## src/rtl/uart_pkg.sv

```systemverilog
// Shared types and helpers for the UART echo block.
package uart_pkg;

  typedef logic [7:0] byte_t;

  typedef enum logic {
    EMPTY = 1'b0,
    FULL  = 1'b1
  } tx_state_t;

  // Increment that sticks at max; callers size-cast the result to their width.
  function automatic logic [31:0] sat_inc(input logic [31:0] value,
                                          input logic [31:0] max);
    return (value >= max) ? max : value + 32'd1;
  endfunction

endpackage

```

## src/rtl/uart_fifo.sv

```systemverilog
// Synchronous FIFO with extra-MSB pointers so full and empty are distinguishable.
module uart_fifo
  import uart_pkg::*;
#(
  parameter int DEPTH = 16,
  parameter int WIDTH = 8
) (
  input  logic                     clk,
  input  logic                     reset,
  input  logic                     push,
  input  logic [WIDTH-1:0]         push_data,
  input  logic                     pop,
  output logic [WIDTH-1:0]         pop_data,
  output logic                     full,
  output logic                     empty,
  output logic [$clog2(DEPTH):0]   level
);

  localparam int AW = $clog2(DEPTH);
  localparam logic [AW:0] PTR_ONE = (AW+1)'(1);
  localparam logic [AW:0] DEPTH_L = (AW+1)'(DEPTH);

  logic [WIDTH-1:0] mem [DEPTH];
  logic [AW:0]      wr_ptr;
  logic [AW:0]      rd_ptr;
  logic             do_push;
  logic             do_pop;

  assign level    = wr_ptr - rd_ptr;
  assign full     = (level == DEPTH_L);
  assign empty    = (wr_ptr == rd_ptr);
  assign pop_data = mem[rd_ptr[AW-1:0]];
  assign do_push  = push && !full;
  assign do_pop   = pop && !empty;

  // Storage array; contents are meaningless once the pointers are cleared.
  always_ff @(posedge clk) begin
    if (do_push) begin
      mem[wr_ptr[AW-1:0]] <= push_data;
    end
  end

  // Pointer update; the extra MSB tells a wrapped-full FIFO from an empty one.
  always_ff @(posedge clk or negedge reset) begin
    if (!reset) begin
      wr_ptr <= '0;
      rd_ptr <= '0;
    end else begin
      if (do_push) wr_ptr <= wr_ptr + PTR_ONE;
      if (do_pop)  rd_ptr <= rd_ptr + PTR_ONE;
    end
  end

endmodule

```

## src/rtl/uart_echo.sv

```systemverilog
// Echoes good received bytes back to the transmitter through a FIFO and a
// holding register; drops framing-error bytes and counts errors and overruns.
//
// TX output FSM
//   state | meaning
//   EMPTY | holding register empty, tx_valid low
//   FULL  | holding register loaded, tx_valid high, tx_data stable
module uart_echo
  import uart_pkg::*;
#(
  parameter int DEPTH     = 16,
  parameter int CNT_WIDTH = 8
) (
  input  logic                   clk,
  input  logic                   reset,
  input  logic                   enable,
  input  logic                   clear_counts,
  input  logic                   rx_valid,
  input  logic [7:0]             rx_data,
  input  logic                   rx_error,
  input  logic                   rx_overrun,
  output logic                   rx_ready,
  input  logic                   tx_ready,
  output logic                   tx_valid,
  output logic [7:0]             tx_data,
  output logic [$clog2(DEPTH):0] level,
  output logic [CNT_WIDTH-1:0]   err_count,
  output logic [CNT_WIDTH-1:0]   ovr_count
);

  localparam logic [31:0] CNT_MAX = (CNT_WIDTH >= 32) ? 32'hFFFF_FFFF
                                                      : ((32'd1 << CNT_WIDTH) - 32'd1);

  tx_state_t state_q, state_d;
  byte_t     hold_q;
  byte_t     fifo_head;
  logic      fifo_full;
  logic      fifo_empty;
  logic      accept;
  logic      push;
  logic      pop;
  logic      ovr_s1, ovr_s2;
  logic      ovr_rise;
  logic [CNT_WIDTH-1:0] err_inc;
  logic [CNT_WIDTH-1:0] ovr_inc;

  // Reset is folded in so rx_ready is low for the whole time reset is held.
  assign rx_ready = reset && enable && !fifo_full;
  assign accept   = rx_valid && rx_ready;
  assign push     = accept && !rx_error;
  assign tx_valid = (state_q == FULL);
  assign tx_data  = hold_q;
  assign ovr_rise = ovr_s1 && !ovr_s2;
  assign err_inc  = CNT_WIDTH'(sat_inc(32'(err_count), CNT_MAX));
  assign ovr_inc  = CNT_WIDTH'(sat_inc(32'(ovr_count), CNT_MAX));

  uart_fifo #(
    .DEPTH (DEPTH),
    .WIDTH (8)
  ) u_fifo (
    .clk       (clk),
    .reset     (reset),
    .push      (push),
    .push_data (rx_data),
    .pop       (pop),
    .pop_data  (fifo_head),
    .full      (fifo_full),
    .empty     (fifo_empty),
    .level     (level)
  );

  // Next-state and pop decision; fifo_empty is registered, so a byte pushed
  // this edge can never be popped on the same edge.
  always_comb begin
    state_d = state_q;
    pop     = 1'b0;
    unique case (state_q)
      EMPTY: begin
        if (!fifo_empty && enable) begin
          pop     = 1'b1;
          state_d = FULL;
        end
      end
      FULL: begin
        if (tx_ready) begin
          if (!fifo_empty && enable) begin
            pop = 1'b1;
          end else begin
            state_d = EMPTY;
          end
        end
      end
      default: state_d = EMPTY;
    endcase
  end

  // FSM state and holding register, loaded from the FIFO head on each pop.
  always_ff @(posedge clk or negedge reset) begin
    if (!reset) begin
      state_q <= EMPTY;
      hold_q  <= 8'h00;
    end else begin
      state_q <= state_d;
      if (pop) hold_q <= fifo_head;
    end
  end

  // Overrun edge detector; the previous sample starts at 0 after reset.
  always_ff @(posedge clk or negedge reset) begin
    if (!reset) begin
      ovr_s1 <= 1'b0;
      ovr_s2 <= 1'b0;
    end else begin
      ovr_s1 <= rx_overrun;
      ovr_s2 <= ovr_s1;
    end
  end

  // Saturating counters; clear takes priority over a same-edge increment.
  always_ff @(posedge clk or negedge reset) begin
    if (!reset) begin
      err_count <= '0;
      ovr_count <= '0;
    end else if (clear_counts) begin
      err_count <= '0;
      ovr_count <= '0;
    end else begin
      if (accept && rx_error) err_count <= err_inc;
      if (ovr_rise)           ovr_count <= ovr_inc;
    end
  end

endmodule

```

## config.mk

```make
export PLATFORM = sky130hd
export DESIGN_NAME = uart_echo
export DESIGN_NICKNAME = d
export VERILOG_FILES = /design/src/rtl/uart_pkg.sv /design/src/rtl/uart_fifo.sv /design/src/rtl/uart_echo.sv
export SDC_FILE = /design/constraint.sdc
export NUM_CORES = 1
export LEC_CHECK = 0
export CELL_PAD_IN_SITES_DETAIL_PLACEMENT = 0
export CELL_PAD_IN_SITES_GLOBAL_PLACEMENT = 1
export CORE_UTILIZATION = 30
export CTS_BUF_LIST = sky130_fd_sc_hd__clkbuf_4 sky130_fd_sc_hd__clkbuf_8
export DETAILED_ROUTE_END_ITERATION = 7
export PLACE_DENSITY = 0.56
export SYNTH_ARGS = -nofsm -noshare
export SYNTH_HDL_FRONTEND = slang
export SYNTH_SLANG_ARGS = --single-unit
export TNS_END_PERCENT = 100
```

## constraint.sdc

```tcl
create_clock -name clk -period 2.9 [get_ports clk]
set_input_delay 0.29 -clock clk [delete_from_list [all_inputs] [get_ports clk]]
set_output_delay 0.29 -clock clk [all_outputs]
set_load 0.03 [all_outputs]
```

==> results of run 1 <==
## where the power goes
part / switching (W) / total (W) / internal, W / leakage, nW
Clock: 0.000975 / 0.00162 / 0.000648 / 0.200
Sequential: 0.0000897 / 0.00279 / 0.00270 / 1.63
Combinational: 0.00180 / 0.00299 / 0.00118 / 1.13
## sequential cells by signal, summed over array words and instances, names as in the netlist
| signal | cells |
|---|---|
| ovr_count | 8 |
| err_count | 8 |
| u_fifo.mem | 128 |
| u_fifo.rd_ptr | 5 |
| tx_valid | 1 |
| u_fifo.wr_ptr | 5 |
| tx_data | 8 |
| ovr_s2 | 1 |
| ovr_s1 | 1 |
## routing by layer
layer	part of all wire [%]	GRT usage, %
met1	48	19.35
met2	47	22.01
met3	4.1	3.185
met4	0.85	3.810
met5	0	0
## final timing paths
kind                             startpoint          endpoint  slack (ns)  cells after the start
min                              rx_overrun            ovr_s1        0.27                      1
max in group asynchronous             reset  u_fifo.rd_ptr[0]        2.09                      3
max reg2reg                u_fifo.rd_ptr[0]  u_fifo.mem[2][6]        0.24                      9
min reg2reg                          ovr_s1            ovr_s2        0.38                      0
min in group asynchronous             reset      err_count[3]        0.44                      3
max                        u_fifo.rd_ptr[0]          rx_ready        0.14                      9
## Yosys cell counts, types with 2 or more instances
master    instances
nor2b_1           4
ha_1             11
a31oi_1           4
nand4_1           7
a211oi_1          4
mux4_2           32
buf_4             4
inv_1            11
o21ai_0          23
xor2_1            3
xnor2_1           8
a311oi_1          3
clkinv_1          2
nand2b_1          6
nand3_1          14
clkbuf_1          8
nor3_1           10
dfrtp_1          37
nor2_1           27
and3_1            4
buf_2             6
a21oi_1           7
nand2_1          65
edfxtp_1        128
## cell usage in the layout, fill, tap and decap left out, types with 5 or more instances in the layout
master           synthesis  routed
edfxtp_1               128     128
nand2_1                 65      64
clkdlybuf4s50_1          0      41
dfrtp_1                 37      36
mux4_2                  32      32
o21ai_0                 23      23
buf_4                    4      19
clkbuf_8                 0      17
nor2_1                  27      16
nand3_1                 14      14
buf_12                   0      12
inv_1                   11      11
ha_1                    11      11
nor2_2                   0       9
xnor2_1                  8       8
nand4_1                  7       7
nand2b_1                 6       6
a21oi_1                  7       6
nor3_4                   0       5
nor3_1                  10       5
## logic make-up (layout without fill, tap and decap cells)
logic type      Yosys count  in the layout  synth area share (%)
buf+inv                  33            119                 2.234
flops                   165            165                 69.22
fa+ha+maj                12             12                 2.288
xor+xnor                 12             12                 1.634
compound gates           47             47                 4.158
simple gates            145            145                 9.642
mux                      34             34                 10.82
## cell type report
| type | instances | area, um2 | share of cell area (%) |
|---|---|---|---|
| repair buffers | 75 | 813.3 | 9.586 |
| multi-input cells | 250 | 2100 | 24.75 |
| clock buffers | 17 | 234.0 | 2.758 |
| clock inverters | 14 | 158.9 | 1.873 |
| flip-flops and latches | 165 | 4771 | 56.23 |
| well taps | 285 | 356.6 | 4.203 |
| inverters | 13 | 51.30 | 0.6046 |
## per-stage QoR
stage | TNS (ns) | total power (W)
6_report | 0 | 0.007402
3_3_place_gp | 0 | 0.005849
3_5_place_dp | 0 | 0.005867
4_1_cts | 0 | 0.007496
2_1_floorplan | 0 | 0.004835
5_1_grt | -0.06685 | 0.007856
## timing repair
action	4_1_cts	5_1_grt
hold buffers	1	0
setup buffers	0	0
setup endpoints to repair	2	126
pin swaps	0	1
hold endpoints to repair	37	0
resized for setup	2	5
==> run metrics, run 1 <==
CP max stage delay 0.41 ns; register area share after synthesis 69.22%; aggregate global-route resource usage 13.95%; status complete, no violations; count of final setup violators 0; Mean Syn Cell Area 15.38 um2; pre-CTS setup slack 0.05428 ns; final core occ 37.59%; power per cell area 872.4 nW/um2; worst endpoint required time 2.61 ns; top cells by area, synth edfxtp_1 56%, dfrtp_1 13%, mux4_2 10%; RSZ-0062 raised after global routing true; gate count of the mapped netlist 448; most used cell, CP buf_4; top-level I/O count 47; Hold Crit Class primary input to flop; vias in the first global route 4096; number of CTS-inserted buffers 17; VDD IR-drop max 0.3806 mV; critical path fanouts, max 3; Synth Flop Type edfxtp_1; num rows 55; clock root cell clkbuf_8; Core Region 22570 um2; vias post-DR 3882; die area 23580 um2; WHS 0.2663 ns; Post-Syn Area 6890 um2; Nets 550; largest net degree at the start of global routing 38; WP buf/inv 2; Port Buffers 46; via/cell ratio 4.740; initial antenna violation count 0; Final Max Tran Viols 0; Cell Chain, Critical Path ha_1 > fa_2 > nand2b_1 > a21oi_1 > xor2_1 > buf_4 > nor3_4 > nor2_1 > buf_4; critical path type flop to output port; hpwl dp 10510 um; count of cell types in the netlist 44; Syn Nets 476; GR Overflow Total 0; layout cell share with drive strength beyond 1 23.60%; ant diodes 0; area grow syn2layout 23.13%; Routed Antenna Nets 0; Die W 153.6 um; yosys warns 0; placed cell area 8061 um2; Leak Pwr 2.959 nW; fmax 362.5 MHz; Yosys top cell by area edfxtp_1; CP Capture Type output port; Post-route DRC 0; clk_skew 0.01797 ns; Rel. slew slack 47.91%; placed insts 787; average wire per standard cell 18.61 um; CTS tree built; Bufs on Longest Clock Path 2; Hold Violations, Final 0; Worst EP arrival 2.47 ns; H-tree level count 4; Max Cap Viol 0; CP Launch Type flop; shortest period the worst path allows 2.759 ns; die height 153.6 um; worst setup margin 0.1412 ns; family with the most delay on the worst path adder cells; Starting DRT DRC Count 230; Tightest Pin Transition 0.7789 ns; Total Wirelength 15250 um; Seq cells post-synth 165; # clock sinks 165; Yosys top cell area share 55.78%; Post-synth EDFFs 128; routability congestion estimate 0.7933; final instance area 8484 um2; filler-free cell count of the finished design 819; later-pin clock latency in the skew report 0.46 ns; Post-synth ARST share 22.42%; Final Cycle Share 95.13%; Worst path slowest cell dfrtp_2; first-pass GRT wire length 24360 um; clk slew on worst S/H paths 0.10 ns; # fillers 2110; Initial Util 30.53%; DR pass1 iterations 4
(Power assumes the default switching activity.)
==> run 2: changes to the inputs <==
--- a/config.mk
+++ b/config.mk
@@ -7,11 +7,12 @@
 export LEC_CHECK = 0
 export CELL_PAD_IN_SITES_DETAIL_PLACEMENT = 0
 export CELL_PAD_IN_SITES_GLOBAL_PLACEMENT = 1
-export CORE_UTILIZATION = 30
+export CORE_UTILIZATION = 47
 export CTS_BUF_LIST = sky130_fd_sc_hd__clkbuf_4 sky130_fd_sc_hd__clkbuf_8
 export DETAILED_ROUTE_END_ITERATION = 7
-export PLACE_DENSITY = 0.56
+export PLACE_DENSITY = 0.79
 export SYNTH_ARGS = -nofsm -noshare
 export SYNTH_HDL_FRONTEND = slang
+export SYNTH_HIERARCHICAL = 1
 export SYNTH_SLANG_ARGS = --single-unit
 export TNS_END_PERCENT = 100
==> run metrics, run 2 <==
status complete, no violations (unchanged); Bufs on Longest Clock Path 2 (unchanged); first-pass GRT wire length 22110 um (was 24360 um); most frequent cell after synthesis edfxtp_1 (unchanged); Post-synth ARST share 22.42% (unchanged); Initial Util 48.83% (was 30.53%); CP Launch Type flop (unchanged); vias in the first global route 3847 (was 4096); clk slew on worst S/H paths 0.08 ns (was 0.10 ns); commonest cells in the synthesized netlist 128 x edfxtp_1, 40 x mux4_2, 37 x dfrtp_1, 17 x nor2_1, 15 x and3_1 (was 128 x edfxtp_1, 65 x nand2_1, 37 x dfrtp_1, 32 x mux4_2, 27 x nor2_1); share of power burned in registers 37.8% (was 37.7%); Sw Ratio 33.44% (was 38.74%); VDD IR-drop max 0.6116 mV (was 0.3806 mV); r2r startpoint u_fifo/wr_ptr[0] (was u_fifo.rd_ptr[0]); Port Buffers 46 (unchanged); Seq cells post-synth 165 (unchanged); layout cell share with drive strength beyond 1 32.71% (was 23.60%); largest net degree at the start of global routing 36 (was 38); Cell Chain, Critical Path inv_2 > ha_4 > inv_2 > fa_2 > xor2_4 > or3_4 > a2111oi_4 > nand4b_1 > nor2_2 > buf_4 > nand3b_1 > buf_6 > nor3b_4 > buf_6 (was ha_1 > fa_2 > nand2b_1 > a21oi_1 > xor2_1 > buf_4 > nor3_4 > nor2_1 > buf_4); count of cell types in the netlist 52 (was 44); Int Power 0.004939 W (was 0.004534 W); Nets 500 (was 550); Synth Flop Type edfxtp_1 (unchanged); CP Capture Type flop (was output port); Worst Reg-to-Reg Cells 14 (was 9); filler-free cell count of the finished design 663 (was 819); CTS tree built (unchanged); Hold Crit Class primary input to flop (unchanged); count of final setup violators 0 (unchanged); CP max stage delay 0.41 ns (about the same); P_sw 0.002482 W (was 0.002868 W); Mean Syn Cell Area 18.02 um2 (was 15.38 um2); Largest register FFs 128 (unchanged); placed insts 618 (was 787); average wire per standard cell 21.48 um (was 18.61 um); Rel. slew slack 50.49% (was 47.91%); num rows 43 (was 55); die height 123.0 um (was 153.6 um); area grow syn2layout 21.36% (was 23.13%); Post-Syn Area 6883 um2 (was 6890 um2); GR Overflow Total 0 (unchanged); Routed Antenna Nets 0 (unchanged); Hold Violations, Final 0 (unchanged); # clock sinks 165 (unchanged); critical path fanouts, max 4 (was 3); clock root cell clkbuf_8 (unchanged); Starting DRT DRC Count 247 (was 230); RSZ-0062 raised after global routing true (unchanged); # fillers 1064 (was 2110); fmax 347.1 MHz (was 362.5 MHz); via/cell ratio 5.722 (was 4.740); routability congestion estimate 0.7716 (was 0.7933); Total Wirelength 14240 um (was 15250 um); Syn Nets 410 (was 476); Final Max Tran Viols 0 (unchanged); Tightest Pin Transition 0.7411 ns (was 0.7789 ns); R2R Setup Slk 0.02 ns (was 0.24 ns); Final Cycle Share 99.33% (was 95.13%); clk_skew 0.01104 ns (was 0.01797 ns); Combinational Power Share 41.9% (was 40.3%); top cells by area, synth edfxtp_1 56%, dfrtp_1 13%, mux4_2 13% (was edfxtp_1 56%, dfrtp_1 13%, mux4_2 10%); power per cell area 888.4 nW/um2 (was 872.4 nW/um2); aggregate global-route resource usage 20.82% (was 13.95%); initial antenna violation count 0 (unchanged); yosys warns 6 (was 0); Post-synth EDFFs 128 (unchanged); Yosys top cell by area edfxtp_1 (unchanged); Worst Setup SP u_fifo/wr_ptr[0] (was u_fifo.rd_ptr[0]); Leak Pwr 2.935 nW (was 2.959 nW); later-pin clock latency in the skew report 0.44 ns (was 0.46 ns); Worst path slowest cell fa_2 (was dfrtp_2); worst endpoint required time 3.11 ns (was 2.61 ns); Core Region 14100 um2 (was 22570 um2); commonest non-fill, non-tap cell in the layout edfxtp_1 (unchanged); Max Cap Viol 0 (unchanged); Post-route DRC 0 (unchanged); worst reg2reg path endpoint u_fifo/mem[11][6] (was u_fifo.mem[2][6]); vias post-DR 3794 (was 3882); shortest period the worst path allows 2.881 ns (was 2.759 ns); Yosys top cell area share 55.84% (was 55.78%); Die W 123.0 um (was 153.6 um); commonest non-fill, non-tap cells in the layout 128 x edfxtp_1, 42 x clkdlybuf4s50_1, 40 x mux4_2 (was 128 x edfxtp_1, 64 x nand2_1, 41 x clkdlybuf4s50_1); die area 15130 um2 (was 23580 um2); crit path capture u_fifo/mem[11][6] (was rx_ready); clock share of power 20.3% (was 21.9%); Worst EP arrival 3.09 ns (was 2.47 ns); top-level I/O count 47 (unchanged); number of CTS-inserted buffers 17 (unchanged); hpwl dp 9399 um (was 10510 um); register area share after synthesis 69.30% (was 69.22%); ant diodes 0 (unchanged); gate count of the mapped netlist 382 (was 448); critical path type flop to flop (was flop to output port); H-tree level count 4 (unchanged); WHS 0.3014 ns (was 0.2663 ns); DR pass1 iterations 4 (unchanged)
## run 2: cell types whose count changed in the layout (fill, tap and decap cells not counted), sizes merged, moves of 5 or more
| cell | delta |
|---|---|
| nand3 | -8 |
| o21ai | -17 |
| buf | +9 |
| nand2b | -5 |
| inv | -7 |
| nand2 | -54 |
| mux2 | +8 |
| and3 | +10 |
| mux4 | +8 |
| nor2 | -9 |
## run 2: logic make-up after synthesis
logic type | after synthesis | synth area share [%]
flops | 165 | 69.30
xor+xnor | 10 | 1.382
fa+ha+maj | 12 | 2.290
simple gates | 89 | 7.199
buf+inv | 24 | 1.545
mux | 52 | 15.05
compound gates | 30 | 3.236
## run 2: worst min path at each step
stage,startpoint,endpoint,slack [ns],cells after the start
final,rx_overrun,ovr_s1,0.30,1
after global routing,rx_overrun,ovr_s1,0.27,1
after detailed placement,reset,ovr_count[1],0.37,2
after floorplan,reset,err_count[0],-0.006,0
after CTS,rx_overrun,ovr_s1,0.27,1
after global placement,ovr_s1,ovr_s2,0.36,0
## run 2: power groups by stage
| stage | sequential (W) | combinational [W] | clock (W) |
|---|---|---|---|
| final | 0.00281 | 0.00311 | 0.00151 |
| after global routing | 0.00283 | 0.00333 | 0.00164 |
| after CTS | 0.00281 | 0.00306 | 0.00154 |
| after detailed placement | 0.00286 | 0.00299 | 0 |
| after global placement | 0.00285 | 0.00295 | 0 |
| after floorplan | 0.00299 | 0.00184 | 0 |
## run 2: what timing repair did
| item | in CTS | in global routing |
|---|---|---|
| setup buffers | 8 | 8 |
| resized for setup | 12 | 14 |
| endpoints found under the hold margin | 17 | 0 |
| endpoints found under the setup margin | 132 | 84 |
| hold buffers | 1 | 0 |
| pin swaps | 5 | 9 |
## run 2: per-layer routing
metal / up-vias / global-route usage (%) / part of all wire, %
li1: 1705 / - / -
met5: - / 0 / 0
met2: 120 / 33.29 / 50
met1: 1957 / 28.89 / 43
met3: 12 / 3.875 / 6.0
met4: 0 / 7.304 / 1.2
## run 2: worst max-delay path: cells and delay by family, from the launching register on
kind                       cells  cell delay, ns
and+or+nand+nor                5            0.77
adders and majority gates      2            0.54
buffers and inverters          5            0.54
DFF                            1            0.39
xor gates and xnor gates       1            0.17
AOI/OAI and AO/OA              1            0.21
## run 2: layout make-up
type,count,area [um2],share of cell area [%]
multi-input cells,193,2176,26.05
clock buffers,19,249.0,2.981
flip-flops and latches,165,4771,57.12
inverters,10,37.54,0.4494
repair buffers,85,788.3,9.437
clock inverters,11,106.4,1.273
well taps,180,225.2,2.696
## run 2: metrics by stage
step / power [W] / setup TNS [ns] / setup WS [ns] / cell area [um2] / utilization [%]
6_report: 0.007421 / 0 / 0.01930 / 8353 / 59.26
5_1_grt: 0.007790 / -2.649 / -0.09691 / 8353 / 59.26
4_1_cts: 0.007409 / -0.8877 / -0.08539 / 8248 / 58.51
2_1_floorplan: 0.004823 / -17.93 / -0.1828 / 7012 / -
3_3_place_gp: 0.005800 / -9.971 / -0.1559 / 7787 / 55.25
3_5_place_dp: 0.005849 / -20.97 / -0.2558 / 7787 / 55.25
==> run 3: changes to the inputs <==
--- a/config.mk
+++ b/config.mk
@@ -11,6 +11,7 @@
 export CTS_BUF_LIST = sky130_fd_sc_hd__clkbuf_4 sky130_fd_sc_hd__clkbuf_8
 export DETAILED_ROUTE_END_ITERATION = 7
 export PLACE_DENSITY = 0.79
+export SKIP_LAST_GASP = 1
 export SYNTH_ARGS = -nofsm -noshare
 export SYNTH_HDL_FRONTEND = slang
 export SYNTH_HIERARCHICAL = 1
==> run metrics, run 3 (synthesis gave the netlist of run 2 again) <==
CP Capture Type output port (was flop); GR Overflow Total 0 (unchanged); critical path fanouts, max 2 (was 4); Bufs on Longest Clock Path 2 (unchanged); Worst Reg-to-Reg Cells 14 (unchanged); fmax 346.5 MHz (was 347.1 MHz); Max Cap Viol 0 (unchanged); clk slew on worst S/H paths 0.08 ns (about the same); Leak Pwr 2.939 nW (was 2.935 nW); worst endpoint required time 2.61 ns (was 3.11 ns); first-pass GRT wire length 22110 um (unchanged); Total Wirelength 14280 um (was 14240 um); CTS tree built (unchanged); via/cell ratio 5.757 (was 5.722); Hold Crit Class primary input to flop (unchanged); DR pass1 iterations 5 (was 4); commonest non-fill, non-tap cells in the layout 128 x edfxtp_1, 42 x clkdlybuf4s50_1, 40 x mux4_2 (unchanged); Largest register FFs 128 (unchanged); H-tree level count 4 (unchanged); Routed Antenna Nets 0 (unchanged); R2R Setup Slk 0.02 ns (about the same); aggregate global-route resource usage 20.82% (unchanged); VDD IR-drop max 0.6106 mV (was 0.6116 mV); Hold Violations, Final 0 (unchanged); final core occ 59.18% (was 59.26%); number of CTS-inserted buffers 17 (unchanged); Final Cycle Share 99.52% (was 99.33%); average wire per standard cell 21.53 um (was 21.48 um); vias post-DR 3817 (was 3794); Core Region 14100 um2 (unchanged); clock root cell clkbuf_8 (unchanged); later-pin clock latency in the skew report 0.45 ns (was 0.44 ns); vias in the first global route 3847 (unchanged); Initial Util 48.83% (unchanged); hpwl dp 9399 um (unchanged); commonest non-fill, non-tap cell in the layout edfxtp_1 (unchanged); shortest period the worst path allows 2.886 ns (was 2.881 ns); RSZ-0062 raised after global routing true (unchanged); placed cell area 7787 um2 (unchanged); ant diodes 0 (unchanged); Post-route DRC 0 (unchanged); die area 15130 um2 (unchanged); hold path depth 1 (unchanged); CP Launch Type flop (unchanged); Final Max Tran Viols 0 (unchanged); top-level I/O count 47 (unchanged); Port Buffers 46 (unchanged); Rel. slew slack 50.98% (was 50.49%); area grow syn2layout 21.20% (was 21.36%); WHS 0.2974 ns (was 0.3014 ns); Hold EP ovr_s1 (unchanged); initial antenna violation count 0 (unchanged); r2r startpoint u_fifo/wr_ptr[0] (unchanged); routability congestion estimate 0.7716 (unchanged); hold_sp rx_overrun (unchanged); Starting DRT DRC Count 221 (was 247); final instance area 8342 um2 (was 8353 um2); largest net degree at the start of global routing 36 (unchanged); power per cell area 889.4 nW/um2 (was 888.4 nW/um2); layout cell share with drive strength beyond 1 32.71% (unchanged); num rows 43 (unchanged); clk_skew 0.009905 ns (was 0.01104 ns); Die W 123.0 um (unchanged); Tightest Pin Transition 0.7337 ns (was 0.7411 ns); count of final setup violators 0 (unchanged); critical path type flop to output port (was flop to flop); die height 123.0 um (unchanged); status complete, no violations (unchanged); worst reg2reg path endpoint u_fifo/mem[11][6] (unchanged); Worst EP arrival 2.60 ns (was 3.09 ns); # clock sinks 165 (unchanged); Nets 500 (unchanged)
[run 3: cell count changes in the layout (fill, tap and decap cells not counted)]
cell	change
and3_4	-3
and3_2	+3
[run 3: repair_timing]
item	CTS	global route
endpoints found under the hold margin	17	0
setup buffers	8	8
hold buffers	1	0
gates resized for setup	12	11
pin swaps	5	7
endpoints found under the setup margin	132	84
[run 3: layer usage]
layer  global-route usage, %  routed length, um  vias up
met5                       0                  0        -
met4                   7.304                216        0
met3                   3.875                690       17
met2                   33.29               7021      123
met1                   28.89               6347     1975
li1                        -                  -     1702
[run 3: through the flow]
step	total power (W)	setup WS (ns)	instances	TNS (ns)
after CTS	0.007409	-0.08539	657	-0.8877
after global placement	0.005800	-0.1559	618	-9.971
final	0.007419	0.01392	663	0
after global routing	0.007785	-0.09691	663	-2.775
after detailed placement	0.005849	-0.2558	618	-20.97
after floorplan	0.004823	-0.1828	382	-17.93
[run 3: how the worst max path moves through the flow]
stage                                 from           endpoint  slack [ns]  cells after the start
final                     u_fifo/wr_ptr[0]           rx_ready        0.01                     10
after global routing      u_fifo/wr_ptr[0]           rx_ready        -0.1                     10
after CTS                 u_fifo/wr_ptr[0]           rx_ready       -0.09                     10
after detailed placement  u_fifo/wr_ptr[0]  u_fifo/mem[11][3]       -0.26                     13
after global placement    u_fifo/wr_ptr[0]  u_fifo/mem[11][3]       -0.16                     13
after floorplan           u_fifo/wr_ptr[0]  u_fifo/mem[10][0]       -0.18                     12
[run 3: worst max-delay path: stages, from the launching register on]
cell and delay, ns:
dfrtp_1 0.39, inv_2 0.08, ha_4 0.13, inv_2 0.04
fa_2 0.41, xor2_4 0.17, or3_4 0.34, a2111oi_4 0.21
buf_4 0.17, nor2_1 0.04, buf_4 0.16
[run 3: final cells by class]
type | instances | area, um2
clock buffers | 19 | 249.0
repair buffers | 85 | 788.3
fillers | 1067 | 5754
clock inverters | 11 | 106.4
multi-input cells | 193 | 2165
flip-flops and latches | 165 | 4771
inverters | 10 | 37.54
well taps | 180 | 225.2
[run 3: where the power goes]
group / total, W / internal (W) / switching, W
registers: 0.00281 / 0.00271 / 0.0000976
logic: 0.00310 / 0.00153 / 0.00157
clock network: 0.00151 / 0.000694 / 0.000819
